--- src/rtl/player_motion_ctrl_pkg.sv ---
// Shared screen/box geometry, motion FSM states and the clamped step helper
// used by the player motion controller and the box renderer.
package player_motion_ctrl_pkg;

   localparam logic [9:0] SCREEN_WIDTH  = 10'd640;
   localparam logic [9:0] SCREEN_HEIGHT = 10'd480;
   localparam logic [9:0] BOX_WIDTH     = 10'd30;
   localparam logic [9:0] BOX_HEIGHT    = 10'd30;
   localparam logic [9:0] BOX_Y_START   = 10'd440;
   localparam logic [9:0] MOVE_STEP     = 10'd4;
   localparam logic [9:0] X_START       = 10'd305;

   typedef enum logic [1:0] {
      WAIT   = 2'd0,
      CALC   = 2'd1,
      COMMIT = 2'd2
   } motion_state_e;

   typedef struct packed {
      logic left;
      logic right;
   } move_dir_t;

   // Comparisons are ordered so the unsigned result never wraps past 0 or x_max.
   function automatic logic [9:0] step_x(input logic [9:0] x,
                                         input move_dir_t  dir,
                                         input logic [9:0] step,
                                         input logic [9:0] x_max);
      logic [9:0] res;
      res = x;
      case ({dir.left, dir.right})
         2'b10:   res = (x < step) ? '0 : x - step;
         2'b01:   res = (x > x_max - step) ? x_max : x + step;
         default: res = x;
      endcase
      return res;
   endfunction

endpackage

--- src/rtl/player_motion_ctrl_sync_edge_detect.sv ---
// Two-flop synchroniser over a bundle of lines; din[0] additionally gets a
// registered one-cycle falling-edge pulse, the other lines pass through as levels.
module sync_edge_detect #(
   parameter int unsigned W = 3
) (
   input  logic         clk,
   input  logic         rst,
   input  logic [W-1:0] din,
   output logic [W-2:0] sync_o,
   output logic         fall_o
);

   logic [W-1:0] stage0_d, stage0_q;
   logic [W-1:0] stage1_d, stage1_q;
   logic         fall_d, fall_q;

   always_comb begin
      stage0_d = din;
      stage1_d = stage0_q;
      fall_d   = stage1_q[0] & ~stage0_q[0];
   end

   // Lines idle high, so reset loads '1 and no spurious edge follows reset.
   always_ff @(posedge clk) begin
      if (rst) begin
         stage0_q <= '1;
         stage1_q <= '1;
         fall_q   <= 1'b0;
      end else begin
         stage0_q <= stage0_d;
         stage1_q <= stage1_d;
         fall_q   <= fall_d;
      end
   end

   assign sync_o = stage1_q[W-1:1];
   assign fall_o = fall_q;

endmodule

--- src/rtl/player_motion_ctrl.sv ---
// Frame-synchronous player X controller: samples the move keys once per vsync
// falling edge and steps/clamps player_x so it only changes during vertical sync.
module player_motion_ctrl #(
   parameter logic [9:0] SCREEN_WIDTH = player_motion_ctrl_pkg::SCREEN_WIDTH,
   parameter logic [9:0] BOX_WIDTH    = player_motion_ctrl_pkg::BOX_WIDTH,
   parameter logic [9:0] MOVE_STEP    = player_motion_ctrl_pkg::MOVE_STEP,
   parameter logic [9:0] X_START      = player_motion_ctrl_pkg::X_START
) (
   input  logic       clk,
   input  logic       rst,
   input  logic       key_left_n,
   input  logic       key_right_n,
   input  logic       freeze,
   input  logic       vsync,
   output logic [9:0] player_x,
   output logic       frame_tick,
   output logic       moved
);

   import player_motion_ctrl_pkg::*;

   localparam logic [9:0] X_MAX = SCREEN_WIDTH - BOX_WIDTH;

   logic [1:0] keys_n_s;
   logic       frame_tick_w;
   logic       left, right;

   // vsync sits on bit 0 to get the edge pulse; keys reuse the same sync stages.
   sync_edge_detect #(
      .W(3)
   ) u_sync (
      .clk   (clk),
      .rst   (rst),
      .din   ({key_right_n, key_left_n, vsync}),
      .sync_o(keys_n_s),
      .fall_o(frame_tick_w)
   );

   assign left  = ~keys_n_s[0];
   assign right = ~keys_n_s[1];

   motion_state_e state_d, state_q;
   move_dir_t     dir_d, dir_q;
   logic [9:0]    next_x_d, next_x_q;
   logic [9:0]    player_x_d, player_x_q;
   logic          moved_d, moved_q;

   always_comb begin
      state_d    = state_q;
      dir_d      = dir_q;
      next_x_d   = next_x_q;
      player_x_d = player_x_q;
      moved_d    = 1'b0;
      case (state_q)
         WAIT: begin
            if (frame_tick_w && !freeze) begin
               dir_d   = '{left: left, right: right};
               state_d = CALC;
            end
         end
         CALC: begin
            next_x_d = step_x(player_x_q, dir_q, MOVE_STEP, X_MAX);
            state_d  = COMMIT;
         end
         COMMIT: begin
            player_x_d = next_x_q;
            moved_d    = (next_x_q != player_x_q);
            state_d    = WAIT;
         end
         default: state_d = WAIT;
      endcase
   end

   always_ff @(posedge clk) begin
      if (rst) begin
         state_q    <= WAIT;
         dir_q      <= '0;
         next_x_q   <= X_START;
         player_x_q <= X_START;
         moved_q    <= 1'b0;
      end else begin
         state_q    <= state_d;
         dir_q      <= dir_d;
         next_x_q   <= next_x_d;
         player_x_q <= player_x_d;
         moved_q    <= moved_d;
      end
   end

   assign player_x   = player_x_q;
   assign frame_tick = frame_tick_w;
   assign moved      = moved_q;

endmodule

--- config.mk ---
export PLATFORM = sky130hd
export DESIGN_NAME = player_motion_ctrl
export DESIGN_NICKNAME = d
export VERILOG_FILES = /design/src/rtl/player_motion_ctrl_pkg.sv /design/src/rtl/player_motion_ctrl_sync_edge_detect.sv /design/src/rtl/player_motion_ctrl.sv
export SDC_FILE = /design/constraint.sdc
export NUM_CORES = 1
export LEC_CHECK = 0
export ABC_AREA = 1
export CAP_MARGIN = 20
export CORE_MARGIN = 5
export CORE_UTILIZATION = 50
export DETAILED_ROUTE_END_ITERATION = 6
export PLACE_DENSITY = 0.72
export RECOVER_POWER = 25
export SYNTH_ARGS = -nofsm -noshare
export SYNTH_HDL_FRONTEND = slang
export SYNTH_SLANG_ARGS = --single-unit
--- constraint.sdc ---
create_clock -name clk -period 2.3 [get_ports clk]
set_input_delay 0.23 -clock clk [delete_from_list [all_inputs] [get_ports clk]]
set_output_delay 0.23 -clock clk [all_outputs]
set_load 0.02 [all_outputs]
Yosys cells after proc, flatten, opt, wreduce, memory -nomap -nowiden
Cells that the tools add are included.

Register bits: 32. Bits in latches: 0. Bits in writable memories: 0. ROM bits: 0. Input bits: 6. Output and inout port bits: 12. Word-level logic and storage cells: 34. Memories kept: 0.

Add/subtract/negate cells: 2. $mul: 0. Divide/modulo/power cells: 0. $lt $le $gt $ge: 2. Eq/ne operators: 6. Shift-type cells: 0. Mux-type cells: 5. Bitwise gates (word level): 5. Reductions and logical operators: 5.

Operators by type and width (number): 10-bit two-way mux (2); 10-bit one-hot mux with 2 select lines (1); 10-bit by 3-bit adder with 10-bit output (second input constant) (1); 10-bit > comparator (second input constant) (1); 10-bit by 3-bit < comparator with 1-bit output (second input constant) (1); 10-bit inequality test (1); 10-bit by 3-bit subtractor with 10-bit output (second input constant) (1); 2-bit by 1-bit == test with 1-bit output (second input constant) (2); 2-bit == test (second input constant) (2); 1-bit inverter (4); 2-bit one-hot mux with 2 select lines (1); 2-bit zero test (1); 2-bit two-way mux (1); 2-bit inequality test (second input constant) (1); 2-bit AND reduction (1); 2-bit OR reduction (1); 1-bit bitwise AND (1); 1-bit logical AND (1); 1-bit zero test (1).

Logic depth before layout (Yosys ltp)
Gate-level depths: netlist (run 1).

Depth in word-level cells: 4. Depth in mapped cells: 11. Mapped depth without buffers: 11.

Modules after synthesis
A second synthesis (run 1) with hierarchy kept.

Cells, all modules: 255. Area total of the unflattened synthesis: 1861.8 um^2.

Modules (own cells, without submodules): player_motion_ctrl (instances 1, cells each 237, area each 1657.8 um^2, seq. area each 500.5 um^2); sync_edge_detect (instances 1, cells each 18, area each 203.9 um^2, seq. area each 140.1 um^2).

Worst setup path before layout (run 1)
Ideal clock, no wire load.

Path kind: register to register. Start: reg player_x_q[2], in the netlist player_x[2]. End: reg next_x_q[0]. Library setup time: 120 ps. Arrival: 1430 ps. Required time: 2180 ps. Setup slack: 751 ps. Stages on the path, launching flop included: 9. Path buffers: 0. Clock period less this slack: 1549 ps. Cells stage by stage: dfxtp_1 > ha_1 > nand2_2 > nor2_2 > nand3_2 > nand2_2 > nor2_4 > o211ai_1 > nand2_1.

Word-level cells in the longest chain between the ends: 3. Elaborated cells on any way between the ends: 5. Classes of those cells: order compare (2); mux (3).

RTL lines: from (decl) (RTL line player_motion_ctrl.sv:45) `logic [9:0] player_x_d, player_x_q;`; from (signal assigned) (RTL line player_motion_ctrl.sv:85) `player_x_q <= player_x_d;`; 10-bit > comparator / 10-bit by 3-bit < comparator with 1-bit output (equally long branches) (RTL line player_motion_ctrl_pkg.sv:33, player_motion_ctrl_pkg.sv:32); 10-bit two-way mux, on equally long branches (RTL line player_motion_ctrl_pkg.sv:33, player_motion_ctrl_pkg.sv:32); 10-bit one-hot mux with 2 select lines (*) (RTL line player_motion_ctrl_pkg.sv:31) `case ({dir.left, dir.right})`; to (signal assigned) (RTL line player_motion_ctrl.sv:84) `next_x_q <= next_x_d;`; to (decl) (RTL line player_motion_ctrl.sv:44) `logic [9:0] next_x_d, next_x_q;`.

Mark *: on every way between the ends. The rest lies on a longest branch, timed or not. A chain may end at the register's enable or synchronous reset.

Worst setup path after layout (run 1)
Start: reg player_x_q[6], in the netlist player_x[6]. End: out player_x[6].

RTL lines: to (decl) (RTL line player_motion_ctrl.sv:15) `output logic [9:0] player_x,`.

No word-level cell between the ends.

==> results of run 1 <==
[flip-flops by register name, summed over array words and instances (netlist names)]
name	count
dir_q	2
moved	1
next_x_q	10
player_x	10
state_q	2
u_sync.fall_o	1
u_sync.stage0_q	3
u_sync.stage1_q	3
[Yosys cell counts]
library cell,instances
nand3_2,2
xnor2_1,4
inv_2,4
xor2_1,5
nor2_4,1
a31oi_1,1
clkbuf_1,5
o211ai_1,1
nand2_2,5
nor3_1,2
and3_1,1
nand2_1,58
a21oi_1,29
nand4_1,2
inv_1,22
nor2_2,3
buf_2,4
nor2_1,32
o21ai_1,2
o21ai_0,20
dfxtp_1,32
nand3_1,14
ha_1,4
nand3b_1,1
or2_2,6
[per-layer routing]
layer	routed length (um)	share of wire
met1	1952	0.46
met2	1901	0.45
met3	298	0.071
met4	61	0.014
met5	0	0
[kinds of logic after synthesis]
logic type / after synthesis / share of synthesized area
adder cells (fa/ha/maj): 4 / 0.02880
flip-flops: 32 / 0.3686
AO/OA/AOI/OAI: 53 / 0.1548
XOR/XNOR: 9 / 0.04535
buffers and inverters: 35 / 0.07847
AND/OR/NAND/NOR: 127 / 0.3240
[how the worst max path moves through the flow]
stage                      startpoint  cells after the start          end  slack [ns]
after CTS                 player_x[6]                      1  player_x[6]        0.47
final                     player_x[6]                      1  player_x[6]        0.47
after global placement    player_x[2]                     11  next_x_q[7]        0.73
after floorplan           player_x[2]                      8  next_x_q[0]        0.75
after detailed placement  player_x[2]                     11  next_x_q[7]        0.66
after global routing      player_x[7]                      1  player_x[7]        0.41
[metrics by stage]
stage	cell area (sq um)	util	cells	power [W]	setup slack [ns]
after floorplan	1738	-	260	0.0006463	0.7508
after global placement	1949	0.5796	317	0.0006789	0.7284
after detailed placement	1949	0.5796	317	0.0006790	0.6571
after CTS	2026	0.6023	325	0.001098	0.4676
after global routing	2022	0.6012	325	0.001145	0.4064
final	2022	0.6012	325	0.001092	0.4674
[where the power goes]
| group | switching [W] | leakage [nW] | internal, W | total (W) |
|---|---|---|---|---|
| registers | 0.00000954 | 0.260 | 0.000566 | 0.000575 |
| logic | 0.0000533 | 0.535 | 0.0000374 | 0.0000907 |
| clock network | 0.000198 | 0.0422 | 0.000228 | 0.000426 |
[final cells by class]
cell class                 count  area (sq um)
tap                           46         57.56
clock buffer                   6         41.29
clock inverter                 2         35.03
fill                         349          1341
inverter                      26         97.59
multi-input combinational    193         960.9
sequential                    32         640.6
timing repair buffer          20         188.9
==> impl_metrics.env, run 1 <==
export IMPL_port_buffers=17
export IMPL_yosysTopAreaCell="dfxtp_1"
export IMPL_gp_congestion=0.9364
export IMPL_antenna_found_initial=0
export IMPL_synthToLayoutAreaGrowth_pct=16.34
export IMPL_netlist_area_sq_mm=0.001738
export IMPL_rsz0062_at_grt="false"
export IMPL_first_iter_violations=105
export IMPL_die_area_sq_mm=0.004755
export IMPL_first_pass_iters=4
export IMPL_grt_pass1_wl_um=6955
export IMPL_core_area_sq_mm=0.003363
export IMPL_max_cap_viol_count=0
export IMPL_wl_per_cell_um=12.96
export IMPL_grt_ovfl_total=0
export IMPL_layout_commonest_cell="nand2_1"
export IMPL_synth_top_area_share=0.3686
export IMPL_worstHoldStart="u_sync.stage1_q[2]"
export IMPL_synth_fp_nets=270
export IMPL_grt_pass1_vias=1447
export IMPL_hold_end="dir_q[0]"
export IMPL_io_pins=18
export IMPL_grt_use_met2=0.3250
export IMPL_diodes=0
export IMPL_rr_worst_depth=11
export IMPL_hold_slack_ns=0.4087
export IMPL_grt_busiest_layer="met2"
export IMPL_syn_inst=260
export IMPL_numClockSinks=32
export IMPL_use_met3=0.05835
export IMPL_r2r_start="player_x[2]"
export IMPL_ys_types=25
export IMPL_grtUsageMet1=0.2584
export IMPL_slew_violations=0
export IMPL_path_clk_slew_ns=0.10
export IMPL_fp_dieH_um=68.96
export IMPL_ctsHoldBuffers=0
export IMPL_rr_endpoint="next_x_q[7]"
export IMPL_cpPeakStageDelay_ns=0.69
export IMPL_cts_buffers=5
export IMPL_finalSetupViolCount=0
export IMPL_holdPathStages=1
export IMPL_viasPerCell=5.126
export IMPL_cts_buffer_depth=2
export IMPL_p_per_area_mw_per_mm2=540.0
export IMPL_dp_hpwl_um=3015
export IMPL_startpoint_type="register"
export IMPL_route_detailed_drc=0
export IMPL_p_leak_nw=0.8374
export IMPL_cts_setup_buffers=0
export IMPL_path_class="reg2out"
export IMPL_drive_gt1_frac=0.1075
export IMPL_fmax_mhz=545.7
export IMPL_required_ns=2.07
export IMPL_maxSlewHeadroom=0.5049
export IMPL_clockRootBuffer="clkbuf_4"
export IMPL_avgSynthCellArea_sq_um=6.684
export IMPL_crit_arrival_ns=1.60
export IMPL_slowest_stage="clkdlybuf4s50_1"
export IMPL_ir_worst_vdd_v=0.0003897
export IMPL_ant_nets=0
export IMPL_h_tree_depth=2
export IMPL_fin_crit_ns=1.833
export IMPL_critical_path_cell_chain="clkdlybuf4s50_1"
export IMPL_finalCritPeriodShare=0.7968
export IMPL_hold_viol_final=0
export IMPL_fin_skew_ns=0.006037
export IMPL_die_w_um=68.96
export IMPL_wl_um=4213
export IMPL_tightest_slew_ns=0.7426
export IMPL_initial_core_util=0.5167
export IMPL_cp_top_family="buffers and inverters"
export IMPL_cts_tree="built"
export IMPL_vias=1666
export IMPL_ys_warn_count=0
export IMPL_cp_num_buf_inv=1
export IMPL_crit_path_end_kind="output pin"
export IMPL_crit_fanout=9
export IMPL_synth_area_leaders="dfxtp_1 37%, nand2_1 13%, a21oi_1 8.4%"
export IMPL_ys_ff_latch=32
export IMPL_clk_latency_ns=0.35
export IMPL_layout_common_cells="58 x nand2_1, 32 x nor2_1, 32 x dfxtp_1, 29 x a21oi_1, 22 x inv_1"
export IMPL_hp_class="reg2reg"
export IMPL_grt_max_degree=20
export IMPL_setup_tns_final_ns=0
export IMPL_placementRows=21
export IMPL_yosysSeqAreaShare=0.3686
export IMPL_cts_resized=0
export IMPL_track_usage=0.2035
export IMPL_layout_nets=288
export IMPL_status="finished, final reports clean"
export IMPL_reg2reg_slack_ns=0.63
(Power assumes the default switching activity.)
==> inputs of run 2 (changes only) <==
==> constraint.sdc (replaced) <==
create_clock -name clk -period 1.8 [get_ports clk]
set_input_delay 0.18 -clock clk [delete_from_list [all_inputs] [get_ports clk]]
set_output_delay 0.18 -clock clk [all_outputs]
set_load 0.02 [all_outputs]
==> impl_metrics.env, run 2 (synthesized netlist as in run 1, its figures left out) <==
export IMPL_status="finished, final reports clean"
export IMPL_ir_worst_vdd_v=0.0005403
export IMPL_startpoint_type="register"
export IMPL_fin_skew_ns=0.006133
export IMPL_die_area_sq_mm=0.004755
export IMPL_cts_tree="built"
export IMPL_cts_buffer_depth=2
export IMPL_dp_cells=319
export IMPL_crit_arrival_ns=1.55
export IMPL_grt_ovfl_total=0
export IMPL_numClockSinks=32
export IMPL_layout_common_cells="58 x nand2_1, 32 x nor2_1, 31 x dfxtp_1, 29 x a21oi_1, 22 x inv_1"
export IMPL_cp_top_family="buffers and inverters"
export IMPL_die_w_um=68.96
export IMPL_grt_pass1_wl_um=7058
export IMPL_viasPerCell=5.083
export IMPL_required_ns=1.62
export IMPL_drive_gt1_frac=0.1174
export IMPL_grt_max_degree=20
export IMPL_synthToLayoutAreaGrowth_pct=18.14
export IMPL_cts_buffers=5
export IMPL_critical_path_cell_chain="clkdlybuf4s50_1"
export IMPL_finalSetupViolCount=0
export IMPL_setup_tns_final_ns=0
export IMPL_slowest_stage="clkdlybuf4s50_1"
export IMPL_nFillCells=356
export IMPL_first_pass_iters=4
export IMPL_hp_class="reg2reg"
export IMPL_finalCritPeriodShare=0.9635
export IMPL_fp_dieH_um=68.96
export IMPL_clockRootBuffer="clkbuf_4"
export IMPL_gp_congestion=0.9510
export IMPL_crit_fanout=9
export IMPL_cpPeakStageDelay_ns=0.68
export IMPL_power_w=0.001455
export IMPL_cp_num_buf_inv=1
export IMPL_vias=1662
export IMPL_wl_um=4064
export IMPL_crit_path_end_kind="output pin"
export IMPL_layout_commonest_cell="nand2_1"
export IMPL_placementRows=21
export IMPL_h_tree_depth=2
export IMPL_stdcell_area_sq_mm=0.002053
export IMPL_slew_violations=0
export IMPL_antenna_found_initial=0
export IMPL_fin_crit_ns=1.734
export IMPL_multi_input_area_sq_um=960.9
export IMPL_dp_hpwl_um=3116
export IMPL_hold_viol_final=0
export IMPL_postPlaceCellArea_sq_mm=0.001964
export IMPL_cts_setup_buffers=0
export IMPL_first_iter_violations=76
export IMPL_track_usage=0.2001
export IMPL_diodes=0
export IMPL_io_pins=18
export IMPL_max_cap_viol_count=0
export IMPL_p_leak_nw=0.8525
export IMPL_clk_latency_ns=0.33
export IMPL_path_clk_slew_ns=0.09
export IMPL_port_buffers=17
export IMPL_route_detailed_drc=0
export IMPL_fmax_mhz=576.6
export IMPL_layout_nets=290
export IMPL_wl_per_cell_um=12.43
export IMPL_maxSlewHeadroom=0.5924
export IMPL_regArea_sq_um=641.9
export IMPL_p_per_area_mw_per_mm2=708.7
export IMPL_rsz0062_at_grt="false"
export IMPL_grt_pass1_vias=1589
export IMPL_ant_nets=0
export IMPL_layoutNonFillerInstCount=327
export IMPL_core_area_sq_mm=0.003363
export IMPL_tightest_slew_ns=0.6099
export IMPL_hold_slack_ns=0.4033
export IMPL_path_class="reg2out"
export IMPL_initial_core_util=0.5167
run 2: cell count changes in the layout (fill, tap and decap cells not counted), sizes merged:
cell	delta
clkbuf	+2
buf	+1
clkinv	-1
run 2: stage by stage:
stage               setup slack [ns]  utilization
floorplan                     0.2508            -
global placement              0.1856       0.5841
detailed placement            0.1968       0.5841
CTS                          0.05843       0.6124
global route                0.004870       0.6105
finish                       0.06578       0.6105
run 2: area by class of cell:
class / count / area share
Multi-Input combinational cell: 193 / 0.4680
Sequential cell: 32 / 0.3126
Timing Repair Buffer: 22 / 0.09750
Inverter: 26 / 0.04753
Clock buffer: 7 / 0.03169
Tap cell: 46 / 0.02803
Clock inverter: 1 / 0.01463
run 2: per-layer routing:
layer,vias to the layer above,track usage,wire (um)
met5,-,0,0
met4,0,0.09489,125
met3,15,0.05186,251
met2,53,0.3226,1867
met1,720,0.2473,1819
li1,874,-,-
run 2: worst paths after layout:
check                                   startpoint          end  slack, ns  cells after the start
worst max-delay path                   player_x[6]  player_x[6]       0.07                      1
worst min-delay path            u_sync.stage1_q[1]     dir_q[1]       0.40                      1
worst max register to register         player_x[2]  next_x_q[4]       0.25                     11
worst min register to register  u_sync.stage1_q[1]     dir_q[1]       0.40                      1
run 2: repair_timing:
action                                  in CTS  in global routing
endpoints found under the setup margin       0                  2
gates resized for setup                      0                  1
hold buffers                                 0                  0
hold endpoints to repair                     0                  0
run 2: report_power, final:
group / switching [W] / internal (W) / leakage [nW] / total [W]
clock: 0.000237 / 0.000369 / 0.0515 / 0.000605
combinational: 0.0000678 / 0.0000484 / 0.540 / 0.000116
sequential: 0.0000110 / 0.000723 / 0.261 / 0.000734
